### config.mk
export PLATFORM = sky130hd
export DESIGN_NAME = mem_access_unit_flat
export DESIGN_NICKNAME = d
export VERILOG_FILES = /design/src/rtl/mau_pkg.sv /design/src/rtl/mau_if.sv /design/src/rtl/mau_lane_align.sv /design/src/rtl/mem_access_unit.sv /design/src/flat_wrapper.sv
export SDC_FILE = /design/constraint.sdc
export NUM_CORES = 1
export LEC_CHECK = 0
export ABC_AREA = 1
export CAP_MARGIN = 20
export CORE_ASPECT_RATIO = 1.1
export CORE_UTILIZATION = 53
export DETAILED_ROUTE_END_ITERATION = 16
export PLACE_DENSITY_LB_ADDON = 0.05
export SYNTH_ARGS = -nofsm -noshare
export SYNTH_HDL_FRONTEND = slang
export SYNTH_SLANG_ARGS = --single-unit
### constraint.sdc
create_clock -name clk -period 2.85 [get_ports clk]
set_input_delay 0.4275 -clock clk [delete_from_list [all_inputs] [get_ports clk]]
set_output_delay 0.4275 -clock clk [all_outputs]
set_load 0.02 [all_outputs]
### src/rtl/mau_pkg.sv
// -----------------------------------------------------------------------------
// mau_pkg
// Shared types and helpers for the memory access unit.
//   mau_op_t        : 4-bit load/store opcode (codes 10..15 are illegal)
//   mau_state_t     : control FSM state encoding
//   mau_misaligned  : alignment check for an opcode at a byte offset
//   mau_is_load     : true for the opcodes that return memory data
// -----------------------------------------------------------------------------
package mau_pkg;

  typedef enum logic [3:0] {
    OP_LW  = 4'd0,
    OP_LB  = 4'd1,
    OP_LBU = 4'd2,
    OP_LH  = 4'd3,
    OP_LHU = 4'd4,
    OP_LWL = 4'd5,
    OP_LWR = 4'd6,
    OP_SW  = 4'd7,
    OP_SB  = 4'd8,
    OP_SH  = 4'd9
  } mau_op_t;

  typedef enum logic [2:0] {
    ST_IDLE = 3'd0,
    ST_RD   = 3'd1,
    ST_WAIT = 3'd2,
    ST_WR   = 3'd3,
    ST_DONE = 3'd4
  } mau_state_t;

  // Illegal opcodes report as misaligned so they never touch memory.
  function automatic logic mau_misaligned(input mau_op_t op, input logic [1:0] off);
    logic bad;
    case (op)
      OP_LW, OP_SW:          bad = (off != 2'b00);
      OP_LH, OP_LHU, OP_SH:  bad = off[0];
      OP_LB, OP_LBU, OP_SB,
      OP_LWL, OP_LWR:        bad = 1'b0;
      default:               bad = 1'b1;
    endcase
    return bad;
  endfunction

  function automatic logic mau_is_load(input mau_op_t op);
    logic ld;
    case (op)
      OP_LW, OP_LB, OP_LBU, OP_LH, OP_LHU, OP_LWL, OP_LWR: ld = 1'b1;
      default:                                             ld = 1'b0;
    endcase
    return ld;
  endfunction

endpackage : mau_pkg

### src/rtl/mau_if.sv
// -----------------------------------------------------------------------------
// mau_if
// Bundles the datapath request/response handshake and the data memory port.
//   Request  : req_valid, req_ready, req_op, req_addr, req_wdata, req_rt_old
//   Response : resp_valid, resp_rdata, resp_addr_error
//   Memory   : data_address, data_writedata, data_write, data_readdata
// Handshake: a request transfers on a rising edge where req_valid and
// req_ready are both high; req_ready drops from that edge until the unit is
// idle again. resp_valid is a single-cycle pulse with no back-pressure, and
// resp_addr_error is meaningful only while resp_valid is high.
// Modports: slave = the load/store unit, master = datapath + memory side.
// -----------------------------------------------------------------------------
interface mau_if;
  import mau_pkg::*;

  logic        req_valid;
  logic        req_ready;
  mau_op_t     req_op;
  logic [31:0] req_addr;
  logic [31:0] req_wdata;
  logic [31:0] req_rt_old;

  logic        resp_valid;
  logic [31:0] resp_rdata;
  logic        resp_addr_error;

  logic [31:0] data_address;
  logic [31:0] data_writedata;
  logic        data_write;
  logic [31:0] data_readdata;

  modport slave (
    input  req_valid, req_op, req_addr, req_wdata, req_rt_old, data_readdata,
    output req_ready, resp_valid, resp_rdata, resp_addr_error,
    output data_address, data_writedata, data_write
  );

  modport master (
    output req_valid, req_op, req_addr, req_wdata, req_rt_old, data_readdata,
    input  req_ready, resp_valid, resp_rdata, resp_addr_error,
    input  data_address, data_writedata, data_write
  );

endinterface : mau_if

### src/rtl/mau_lane_align.sv
// -----------------------------------------------------------------------------
// mau_lane_align
// Purely combinational byte-lane steering for the load/store unit.
// Ports:
//   i_op      : opcode
//   i_off     : byte offset within the word (little-endian lanes)
//   i_mem     : word read from memory
//   i_wdata   : store data (rt)
//   i_rt_old  : current rt, merged into LWL/LWR results
//   o_load    : extracted / extended / merged load result
//   o_store   : word to write back (SW data, or SB/SH merged into i_mem)
// -----------------------------------------------------------------------------
module mau_lane_align
  import mau_pkg::*;
(
  input  mau_op_t     i_op,
  input  logic [1:0]  i_off,
  input  logic [31:0] i_mem,
  input  logic [31:0] i_wdata,
  input  logic [31:0] i_rt_old,
  output logic [31:0] o_load,
  output logic [31:0] o_store
);

  logic [4:0]  w_sh_k;     // 8*k
  logic [4:0]  w_sh_inv;   // 8*(3-k)
  logic [31:0] w_shr;      // memory word with byte k moved to lane 0
  logic [31:0] w_lane_mask;
  logic [31:0] w_lane_data;

  always_comb begin
    w_sh_k   = {i_off, 3'b000};
    w_sh_inv = {~i_off, 3'b000};
    w_shr    = i_mem >> w_sh_k;

    o_load = '0;
    case (i_op)
      OP_LW:  o_load = i_mem;
      OP_LB:  o_load = {{24{w_shr[7]}}, w_shr[7:0]};
      OP_LBU: o_load = {24'h0, w_shr[7:0]};
      OP_LH:  o_load = {{16{w_shr[15]}}, w_shr[15:0]};
      OP_LHU: o_load = {16'h0, w_shr[15:0]};
      // LWL fills the upper bytes from memory, keeps the low (3-k) bytes of rt.
      OP_LWL: o_load = (i_mem << w_sh_inv) | (i_rt_old & (32'h00FF_FFFF >> w_sh_k));
      // LWR fills the lower bytes from memory, keeps the high k bytes of rt.
      OP_LWR: o_load = w_shr | (i_rt_old & ~(32'hFFFF_FFFF >> w_sh_k));
      default: o_load = '0;
    endcase

    w_lane_mask = '0;
    w_lane_data = '0;
    case (i_op)
      OP_SB: begin
        w_lane_mask = 32'h0000_00FF << w_sh_k;
        w_lane_data = {4{i_wdata[7:0]}};
      end
      OP_SH: begin
        w_lane_mask = 32'h0000_FFFF << w_sh_k;
        w_lane_data = {2{i_wdata[15:0]}};
      end
      default: begin
        w_lane_mask = '0;
        w_lane_data = '0;
      end
    endcase

    if (i_op == OP_SW) begin
      o_store = i_wdata;
    end else begin
      o_store = (i_mem & ~w_lane_mask) | (w_lane_data & w_lane_mask);
    end
  end

endmodule : mau_lane_align

### src/rtl/mem_access_unit.sv
// -----------------------------------------------------------------------------
// mem_access_unit
// Load/store unit between the memory stage and a word-wide data memory.
// Sub-word stores are read-modify-write since memory writes whole words.
// Ports:
//   clk          : clock, rising edge
//   reset        : synchronous, active-high; drops any transaction in flight
//   bus          : mau_if.slave (request, response and memory port)
//   o_dbg_state  : current FSM state, for observation only
// Flow per request:
//   misaligned/illegal : IDLE -> DONE
//   SW                 : IDLE -> WR -> DONE
//   loads              : IDLE -> RD -> WAIT -> DONE
//   SB/SH              : IDLE -> RD -> WAIT -> WR -> DONE
// -----------------------------------------------------------------------------
module mem_access_unit
  import mau_pkg::*;
#(
  parameter logic [31:0] RESET_ADDR = 32'h0000_0000
) (
  input  logic       clk,
  input  logic       reset,
  mau_if.slave       bus,
  output mau_state_t o_dbg_state
);

  mau_state_t  r_state;
  mau_state_t  w_next_state;

  mau_op_t     r_op;
  logic [1:0]  r_off;
  logic [31:0] r_wdata;
  logic [31:0] r_rt_old;
  logic [31:0] r_addr;
  logic [31:0] r_writedata;
  logic [31:0] r_rdata;
  logic        r_err;

  logic        w_accept;
  logic        w_req_misaligned;
  logic [31:0] w_load_data;
  logic [31:0] w_store_word;

  assign w_accept         = (r_state == ST_IDLE) && bus.req_valid;
  assign w_req_misaligned = mau_misaligned(bus.req_op, bus.req_addr[1:0]);

  // ---------------------------------------------------------------------------
  // FSM state register
  // ---------------------------------------------------------------------------
  always_ff @(posedge clk) begin
    if (reset) begin
      r_state <= ST_IDLE;
    end else begin
      r_state <= w_next_state;
    end
  end

  // ---------------------------------------------------------------------------
  // FSM next-state
  // ---------------------------------------------------------------------------
  always_comb begin
    w_next_state = r_state;
    case (r_state)
      ST_IDLE: begin
        if (bus.req_valid) begin
          if (w_req_misaligned) begin
            w_next_state = ST_DONE;
          end else if (bus.req_op == OP_SW) begin
            w_next_state = ST_WR;
          end else begin
            w_next_state = ST_RD;
          end
        end
      end
      ST_RD:   w_next_state = ST_WAIT;
      // Only loads and SB/SH pass through WAIT; the stores go on to write.
      ST_WAIT: w_next_state = mau_is_load(r_op) ? ST_DONE : ST_WR;
      ST_WR:   w_next_state = ST_DONE;
      ST_DONE: w_next_state = ST_IDLE;
      default: w_next_state = ST_IDLE;
    endcase
  end

  // ---------------------------------------------------------------------------
  // Lane steering
  // ---------------------------------------------------------------------------
  mau_lane_align u_lane_align (
    .i_op     (r_op),
    .i_off    (r_off),
    .i_mem    (bus.data_readdata),
    .i_wdata  (r_wdata),
    .i_rt_old (r_rt_old),
    .o_load   (w_load_data),
    .o_store  (w_store_word)
  );

  // ---------------------------------------------------------------------------
  // Request capture and result registers
  // ---------------------------------------------------------------------------
  always_ff @(posedge clk) begin
    if (reset) begin
      r_op        <= OP_LW;
      r_off       <= 2'b00;
      r_wdata     <= '0;
      r_rt_old    <= '0;
      r_addr      <= RESET_ADDR;
      r_writedata <= '0;
      r_rdata     <= '0;
      r_err       <= 1'b0;
    end else begin
      if (w_accept) begin
        r_op     <= bus.req_op;
        r_off    <= bus.req_addr[1:0];
        r_wdata  <= bus.req_wdata;
        r_rt_old <= bus.req_rt_old;
        r_addr   <= {bus.req_addr[31:2], 2'b00};
        r_err    <= w_req_misaligned;
        if (w_req_misaligned) begin
          r_rdata <= '0;
        end else if (bus.req_op == OP_SW) begin
          r_writedata <= bus.req_wdata;
        end
      end
      if (r_state == ST_WAIT) begin
        if (mau_is_load(r_op)) begin
          r_rdata <= w_load_data;
        end else begin
          r_writedata <= w_store_word;
        end
      end
    end
  end

  // ---------------------------------------------------------------------------
  // Outputs
  // ---------------------------------------------------------------------------
  assign bus.req_ready       = (r_state == ST_IDLE);
  assign bus.resp_valid      = (r_state == ST_DONE);
  assign bus.resp_rdata      = r_rdata;
  assign bus.resp_addr_error = r_err;
  assign bus.data_address    = r_addr;
  assign bus.data_writedata  = r_writedata;
  // Gated by reset directly so a reset landing on WR never commits the write.
  assign bus.data_write      = (r_state == ST_WR) && !reset;
  assign o_dbg_state         = r_state;

endmodule : mem_access_unit

### src/flat_wrapper.sv
// flat-port wrapper written by rule: the top's interface ports become plain ports
module mem_access_unit_flat import mau_pkg::*;
#(
  parameter logic [31:0] RESET_ADDR = 32'h0000_0000
)
  (clk, reset, o_dbg_state, bus_req_valid, bus_req_op, bus_req_addr, bus_req_wdata, bus_req_rt_old, bus_data_readdata, bus_req_ready, bus_resp_valid, bus_resp_rdata, bus_resp_addr_error, bus_data_address, bus_data_writedata, bus_data_write);
  mau_if bus_i ();
  input  logic clk;
  input  logic reset;
  output mau_state_t o_dbg_state;
  input wire logic [$bits(bus_i.req_valid)-1:0] bus_req_valid;
  input wire logic [$bits(bus_i.req_op)-1:0] bus_req_op;
  input wire logic [$bits(bus_i.req_addr)-1:0] bus_req_addr;
  input wire logic [$bits(bus_i.req_wdata)-1:0] bus_req_wdata;
  input wire logic [$bits(bus_i.req_rt_old)-1:0] bus_req_rt_old;
  input wire logic [$bits(bus_i.data_readdata)-1:0] bus_data_readdata;
  output wire logic [$bits(bus_i.req_ready)-1:0] bus_req_ready;
  output wire logic [$bits(bus_i.resp_valid)-1:0] bus_resp_valid;
  output wire logic [$bits(bus_i.resp_rdata)-1:0] bus_resp_rdata;
  output wire logic [$bits(bus_i.resp_addr_error)-1:0] bus_resp_addr_error;
  output wire logic [$bits(bus_i.data_address)-1:0] bus_data_address;
  output wire logic [$bits(bus_i.data_writedata)-1:0] bus_data_writedata;
  output wire logic [$bits(bus_i.data_write)-1:0] bus_data_write;
  assign bus_i.req_valid = bus_req_valid;
  assign bus_i.req_op = bus_req_op;
  assign bus_i.req_addr = bus_req_addr;
  assign bus_i.req_wdata = bus_req_wdata;
  assign bus_i.req_rt_old = bus_req_rt_old;
  assign bus_i.data_readdata = bus_data_readdata;
  assign bus_req_ready = bus_i.req_ready;
  assign bus_resp_valid = bus_i.resp_valid;
  assign bus_resp_rdata = bus_i.resp_rdata;
  assign bus_resp_addr_error = bus_i.resp_addr_error;
  assign bus_data_address = bus_i.data_address;
  assign bus_data_writedata = bus_i.data_writedata;
  assign bus_data_write = bus_i.data_write;
  mem_access_unit #(.RESET_ADDR(RESET_ADDR)) u_core (.clk(clk), .reset(reset), .bus(bus_i), .o_dbg_state(o_dbg_state));
endmodule
==> flow_metrics.env, run 1 <==
export IMPL_die_x_um=127
export IMPL_clock_path_buffers=2
export IMPL_core_area_um2=16600
export IMPL_rows=49
export IMPL_clk_pin_slew_worst_paths_ns=0.08
export IMPL_antenna_found_initial=0
export IMPL_maxSlewHeadroom_pct=54.6
export IMPL_synth_warnings=0
export IMPL_hold_depth=2
export IMPL_synth_top_area_share_pct=36.9
export IMPL_synth_seq_cells=168
export IMPL_synth_edff_count=0
export IMPL_critPathRequiredTime_ns=3.17
export IMPL_r2r_start="u_core.r_off[0]$_SDFFE_PP0P_"
export IMPL_drv_slew=0
export IMPL_cp_max_fo=18
export IMPL_vias=10400
export IMPL_synth_area_um2=9120
export IMPL_cts_root_buf="clkbuf_16"
export IMPL_io_pins=238
export IMPL_avgSynthCellArea_um2=6.46
export IMPL_drt_iter0_markers=1316
export IMPL_via_per_inst=5.65
export IMPL_synth_seq_area_share_pct=36.9
export IMPL_hpwl_um=23300
export IMPL_layout_common_cells="367 x nand2_1, 234 x clkdlybuf4s50_1, 217 x a21oi_1"
export IMPL_routed_wl_um=32000
export IMPL_rsz0062_at_grt="false"
export IMPL_synthArstFlopShare_pct=0
export IMPL_cts_sinks=168
export IMPL_drive_gt1_share_pct=7.14
export IMPL_cts_hold_buf=0
export IMPL_arrival_ns=2.53
export IMPL_pre_cts_slack_ns=0.390
export IMPL_hold_path_end="u_core.r_rt_old[0]$_SDFFE_PP0P_"
export IMPL_grt_pass1_wl_um=50700
export IMPL_fp_dieArea_um2=17700
export IMPL_worstSetupPathType="reg -> reg"
export IMPL_area_growth_pct=32.8
export IMPL_yosys_most_used_dff="dfxtp_1"
export IMPL_powerDensity_nw_per_um2=536
export IMPL_grt_max_degree=75
export IMPL_firstDrtPassIters=6
export IMPL_fin_crit_sh_pct=77.9
export IMPL_finalHoldViolations=0
export IMPL_start_util_pct=54.9
export IMPL_fmax_mhz=451
export IMPL_clk_latency_ns=0.45
export IMPL_post_cts_buffers=0
export IMPL_final_nets=1733
export IMPL_gr_usage_met1_pct=46.8
export IMPL_fin_skew_ns=0.00964
export IMPL_use_met2_pct=59.9
export IMPL_post_synth_inst_count=1412
export IMPL_cts_made_buffers=17
export IMPL_htree_num_levels=4
export IMPL_ant_nets=0
export IMPL_met3_usage_pct=6.11
export IMPL_min_path_type="in -> reg"
export IMPL_cts_resized=0
export IMPL_drv_cap=0
export IMPL_n_antenna_cell=0
export IMPL_fin_crit_ns=2.22
export IMPL_rrSetupSlack_ns=0.63
export IMPL_tightest_slew_ns=0.681
export IMPL_yosysTopAreaCell="dfxtp_1"
export IMPL_grt_overflow_total=0
export IMPL_min_from="reset"
export IMPL_drc_errors=0
export IMPL_yosys_top_cells_area="dfxtp_1 37%, nand2_1 15%, a21oi_1 12%, nand3_1 5.7%, o21ai_0 5.7%"
export IMPL_tns_ns=0
export IMPL_fillCellCount=1377
export IMPL_synth_cell_types=34
export IMPL_reg2regPathDepth=8
export IMPL_cts_tree="done"
export IMPL_worstReg2RegEnd="u_core.bus.data_writedata[9]$_SDFF_PP0_"
export IMPL_final_setup_worst_slack_ns=0.631
export IMPL_vdd_ir_drop_max_mv=0.430
export IMPL_end_kind="register"
export IMPL_first_global_vias=9679
export IMPL_gp_congestion=1.02
export IMPL_cp_start_kind="register"
export IMPL_wl_per_cell_um=17.4
export IMPL_die_y_um=140
export IMPL_grt_busiest_layer="met2"
export IMPL_io_buffers=235
export IMPL_gr_usage_all_layers_pct=36.5
export IMPL_p_leak_nw=4.98
export IMPL_outcome="complete, no violations"
export IMPL_finalSetupViolations=0
export IMPL_final_common_cell="nand2_1"
==> metal layers <==
layer	vias up	routed length (um)
met3	87	2750
met5	-	0
met2	565	15100
li1	5001	-
met4	0	1190
met1	4740	13000
==> worst max-delay path by stage <==
stage | from | to | slack (ns) | cells past startpoint
final | u_core.r_off[0]$_SDFFE_PP0P_ | u_core.bus.data_writedata[9]$_SDFF_PP0_ | 0.63 | 8
after global routing | u_core.r_off[0]$_SDFFE_PP0P_ | u_core.bus.data_writedata[6]$_SDFF_PP0_ | 0.52 | 7
after floorplan | u_core.o_dbg_state[0]$_SDFFE_PP0P_ | u_core.bus.data_writedata[26]$_SDFF_PP0_ | 1.20 | 11
after CTS | u_core.o_dbg_state[0]$_SDFFE_PP0P_ | bus_req_ready | 0.65 | 4
after global placement | bus_req_op[2] | u_core.bus.resp_rdata[28]$_SDFF_PP0_ | 0.48 | 10
after detailed placement | bus_req_op[2] | u_core.bus.resp_rdata[23]$_SDFF_PP0_ | 0.39 | 10
==> sequential cells by signal (all words and copies together), names as in the netlist, 2 cells and up <==
name                       count
u_core.r_rt_old               32
u_core.r_op                    4
u_core.bus.data_address       30
u_core.o_dbg_state             3
u_core.bus.resp_rdata         32
u_core.r_wdata                32
u_core.r_off                   2
u_core.bus.data_writedata     32
==> through the flow <==
stage / instances / area (um^2) / hold slack, ns / utilization (%) / total power, mW
final: 1840 / 12100 / 0.337 / 72.9 / 6.50
after detailed placement: 1808 / 11500 / 0.446 / 69.3 / 4.14
after floorplan: 1413 / 9130 / 0.424 / - / 3.54
after global placement: 1808 / 11500 / 0.439 / 69.3 / 4.13
after CTS: 1840 / 12100 / 0.335 / 72.9 / 6.47
after global routing: 1840 / 12100 / 0.341 / 72.9 / 6.74
==> final cells by class <==
class / count / area (um^2) / area share (%)
multi-input combinational: 998 / 4720 / 38.9
inverter: 150 / 566 / 4.67
clock inverter: 15 / 176 / 1.46
clock buffer: 17 / 425 / 3.51
timing repair buffer: 263 / 2580 / 21.3
sequential: 168 / 3360 / 27.8
tap: 229 / 287 / 2.36
==> power breakdown <==
group	switching (mW)	internal, mW	leakage, nW
Clock	1.18	1.19	0.287
Sequential	0.0986	2.51	1.38
Combinational	0.953	0.565	3.32
==> cell usage after synthesis, types with 16 or more instances <==
master and n:
nor2_1 69, nand2_1 367, nand4_1 51, inv_2 16, clkbuf_1 43, o21ai_0 103, nand3_1 103, a21oi_1 217
buf_2 36, inv_1 131, o21ai_1 18, dfxtp_1 168
==> critical path, cell delays in order, from the launching register on <==
cell and delay (ns):
dfxtp_1 0.72, inv_2 0.09, buf_4 0.22, a21oi_4 0.41, nand2_2 0.19, nand2_1 0.11, nand3_1 0.15, nand2_1 0.13
a21oi_1 0.07
==> cells by family (layout without fill, tap and decap cells) <==
kind of cell    count (synthesis)  after routing  synth area share (%)
flops                         168            168                  36.9
buf+inv                       247            445                  11.5
simple gates                  628            628                  30.2
compound gates                368            368                  21.4
other cells                     1              2                0.0411
Note: power is estimated with default switching activity, not from simulation.
==> run 2: changes to the inputs <==
Settings changed: CORE_UTILIZATION 53 to 45.
Clock period 2.85 ns to 2 ns, I/O delays scaled along.
==> run 2 against run 1 <==
  * Combinational power increased by 54%
  * Sequential share of layout area is 1.2 points lower
  * Clock skew is 0.0049 ns higher
  * Fmax grew 19%
  * Sequential power is 42% higher
  * Non-clock buffer count grew 49
  * Critical path type unchanged
  * Sequential cell count stayed put
  * Setup slack got worse by 0.49 ns
  * Routed wire length up 3.6%
  * Critical endpoint is now u_core.bus.resp_rdata[14]$_SDFF_PP0_
==> flow_metrics.env, run 2 (synthesis gave the netlist of run 1 again) <==
export IMPL_drt_iter0_markers=925
export IMPL_arrival_ns=2.23
export IMPL_area_growth_pct=38.9
export IMPL_core_area_um2=19900
export IMPL_firstDrtPassIters=7
export IMPL_crit_end="u_core.bus.resp_rdata[14]$_SDFF_PP0_"
export IMPL_drive_gt1_share_pct=9.88
export IMPL_crit_start="u_core.r_op[2]$_SDFFE_PP0P_"
export IMPL_fin_crit_ns=1.86
export IMPL_final_setup_worst_slack_ns=0.140
export IMPL_io_pins=238
export IMPL_drv_cap=0
export IMPL_ant_nets=0
export IMPL_finalSetupViolations=0
export IMPL_fmax_mhz=538
export IMPL_powerDensity_nw_per_um2=753
export IMPL_rrSetupSlack_ns=0.14
export IMPL_htree_num_levels=4
export IMPL_drc_errors=0
export IMPL_whs_ns=0.403
export IMPL_post_place_cells=1880
export IMPL_first_global_vias=9408
export IMPL_gr_usage_all_layers_pct=32.3
export IMPL_die_x_um=138
export IMPL_fin_crit_sh_pct=93.0
export IMPL_worstReg2RegEnd="u_core.bus.resp_rdata[14]$_SDFF_PP0_"
export IMPL_rows=54
export IMPL_clk_pin_slew_worst_paths_ns=0.08
export IMPL_pre_cts_slack_ns=-0.0990
export IMPL_grt_overflow_total=0
export IMPL_hpwl_um=24400
export IMPL_outcome="complete, no violations"
export IMPL_fp_dieArea_um2=20800
export IMPL_min_path_type="in -> reg"
export IMPL_worstSetupPathType="reg -> reg"
export IMPL_regArea_um2=3360
export IMPL_drv_slew=0
export IMPL_cts_root_buf="clkbuf_16"
export IMPL_multiInputGateArea_um2=4720
export IMPL_end_kind="register"
export IMPL_post_layout_nonfiller_instances=1912
export IMPL_start_util_pct=45.9
export IMPL_reg2regPathDepth=8
export IMPL_cts_tree="done"
export IMPL_tightest_slew_ns=0.524
export IMPL_clk_latency_ns=0.44
export IMPL_io_buffers=235
export IMPL_final_common_cell="nand2_1"
export IMPL_fin_skew_ns=0.0146
export IMPL_rsz0062_at_grt="false"
export IMPL_die_y_um=151
export IMPL_layout_common_cells="367 x nand2_1, 231 x clkdlybuf4s50_1, 217 x a21oi_1"
export IMPL_n_antenna_cell=0
export IMPL_vdd_ir_drop_max_mv=0.621
export IMPL_cp_max_fo=8
export IMPL_cp_start_kind="register"
export IMPL_fin_util_pct=63.8
export IMPL_finalHoldViolations=0
export IMPL_grt_max_degree=85
export IMPL_clock_path_buffers=2
export IMPL_p_total_mw=9.55
export IMPL_routed_wl_um=33200
export IMPL_post_cts_buffers=0
export IMPL_vias=10400
export IMPL_antenna_found_initial=0
export IMPL_cts_made_buffers=17
export IMPL_maxSlewHeadroom_pct=64.7
export IMPL_cts_sinks=168
export IMPL_critPathRequiredTime_ns=2.37
export IMPL_via_per_inst=5.42
export IMPL_gp_congestion=0.984
export IMPL_fillCellCount=1909
export IMPL_grt_pass1_wl_um=51100
export IMPL_wl_per_cell_um=17.3
export IMPL_r2r_start="u_core.r_op[2]$_SDFFE_PP0P_"
export IMPL_final_nets=1782
export IMPL_p_leak_nw=5.30
-- run 2: cell types whose count changed in the layout (fill, tap and decap cells not counted), sizes merged --
| cell | delta |
|---|---|
| buf | +49 |
| bufinv | +1 |
| clkdlybuf4s50 | -3 |
| clkinv | +1 |
| clkinvlp | -1 |
| dlygate4sd2 | +2 |
| dlymetal6s2s | +1 |
| inv | -1 |
-- run 2: worst min path at each step --
stage,start,endpoint,cells past startpoint
2_1_floorplan,u_core.r_rt_old[4]$_SDFFE_PP0P_,u_core.r_rt_old[4]$_SDFFE_PP0P_,2
3_3_place_gp,u_core.r_wdata[25]$_SDFFE_PP0P_,u_core.r_wdata[25]$_SDFFE_PP0P_,2
3_5_place_dp,u_core.r_wdata[30]$_SDFFE_PP0P_,u_core.r_wdata[30]$_SDFFE_PP0P_,2
4_1_cts,bus_req_addr[29],u_core.bus.data_address[29]$_SDFFE_PP0P_,3
5_1_grt,bus_req_rt_old[8],u_core.r_rt_old[8]$_SDFFE_PP0P_,3
6_report,bus_req_addr[29],u_core.bus.data_address[29]$_SDFFE_PP0P_,3
-- run 2: metrics by stage --
| stage | cell area, um^2 | TNS, ns |
|---|---|---|
| after floorplan | 9130 | 0 |
| after global placement | 12000 | -0.0319 |
| after detailed placement | 12000 | -3.36 |
| after CTS | 12700 | 0 |
| after global routing | 12700 | 0 |
| final | 12700 | 0 |
-- run 2: what timing repair did --
action | 4_1_cts | 5_1_grt
resized for setup | 2 | 2
hold endpoints to repair | 0 | 0
hold buffers | 0 | 0
setup endpoints to repair | 2 | 2
-- run 2: area by class of cell --
class / count / share of cell area, %
Clock buffer: 17 / 3.36
Clock inverter: 15 / 1.61
Inverter: 150 / 4.46
Multi-Input combinational cell: 998 / 37.3
Sequential cell: 168 / 26.5
Tap cell: 252 / 2.49
Timing Repair Buffer: 312 / 24.3
-- run 2: worst max-delay path: stages (launching register included) --
cell,delay (ns)
dfxtp_1,0.37
inv_2,0.09
nor2_2,0.19
nand3_1,0.26
o22ai_2,0.37
nand2_1,0.19
nand4_1,0.17
nand2_1,0.06
nor2_1,0.09
-- run 2: metal layers --
| layer | GRT usage [%] | up-vias | share of wire, % |
|---|---|---|---|
| li1 | - | 5111 | - |
| met1 | 42.3 | 4705 | 42 |
| met2 | 52.7 | 465 | 47 |
| met3 | 5.66 | 79 | 7.6 |
| met4 | 12.3 | 0 | 3.2 |
| met5 | 0 | - | 0 |
-- run 2: where the power goes --
| group | total (mW) | leakage, nW | switching [mW] | internal [mW] |
|---|---|---|---|---|
| Combinational | 2.34 | 3.62 | 1.40 | 0.935 |
| Clock | 3.51 | 0.301 | 1.68 | 1.82 |
| Sequential | 3.70 | 1.38 | 0.123 | 3.58 |
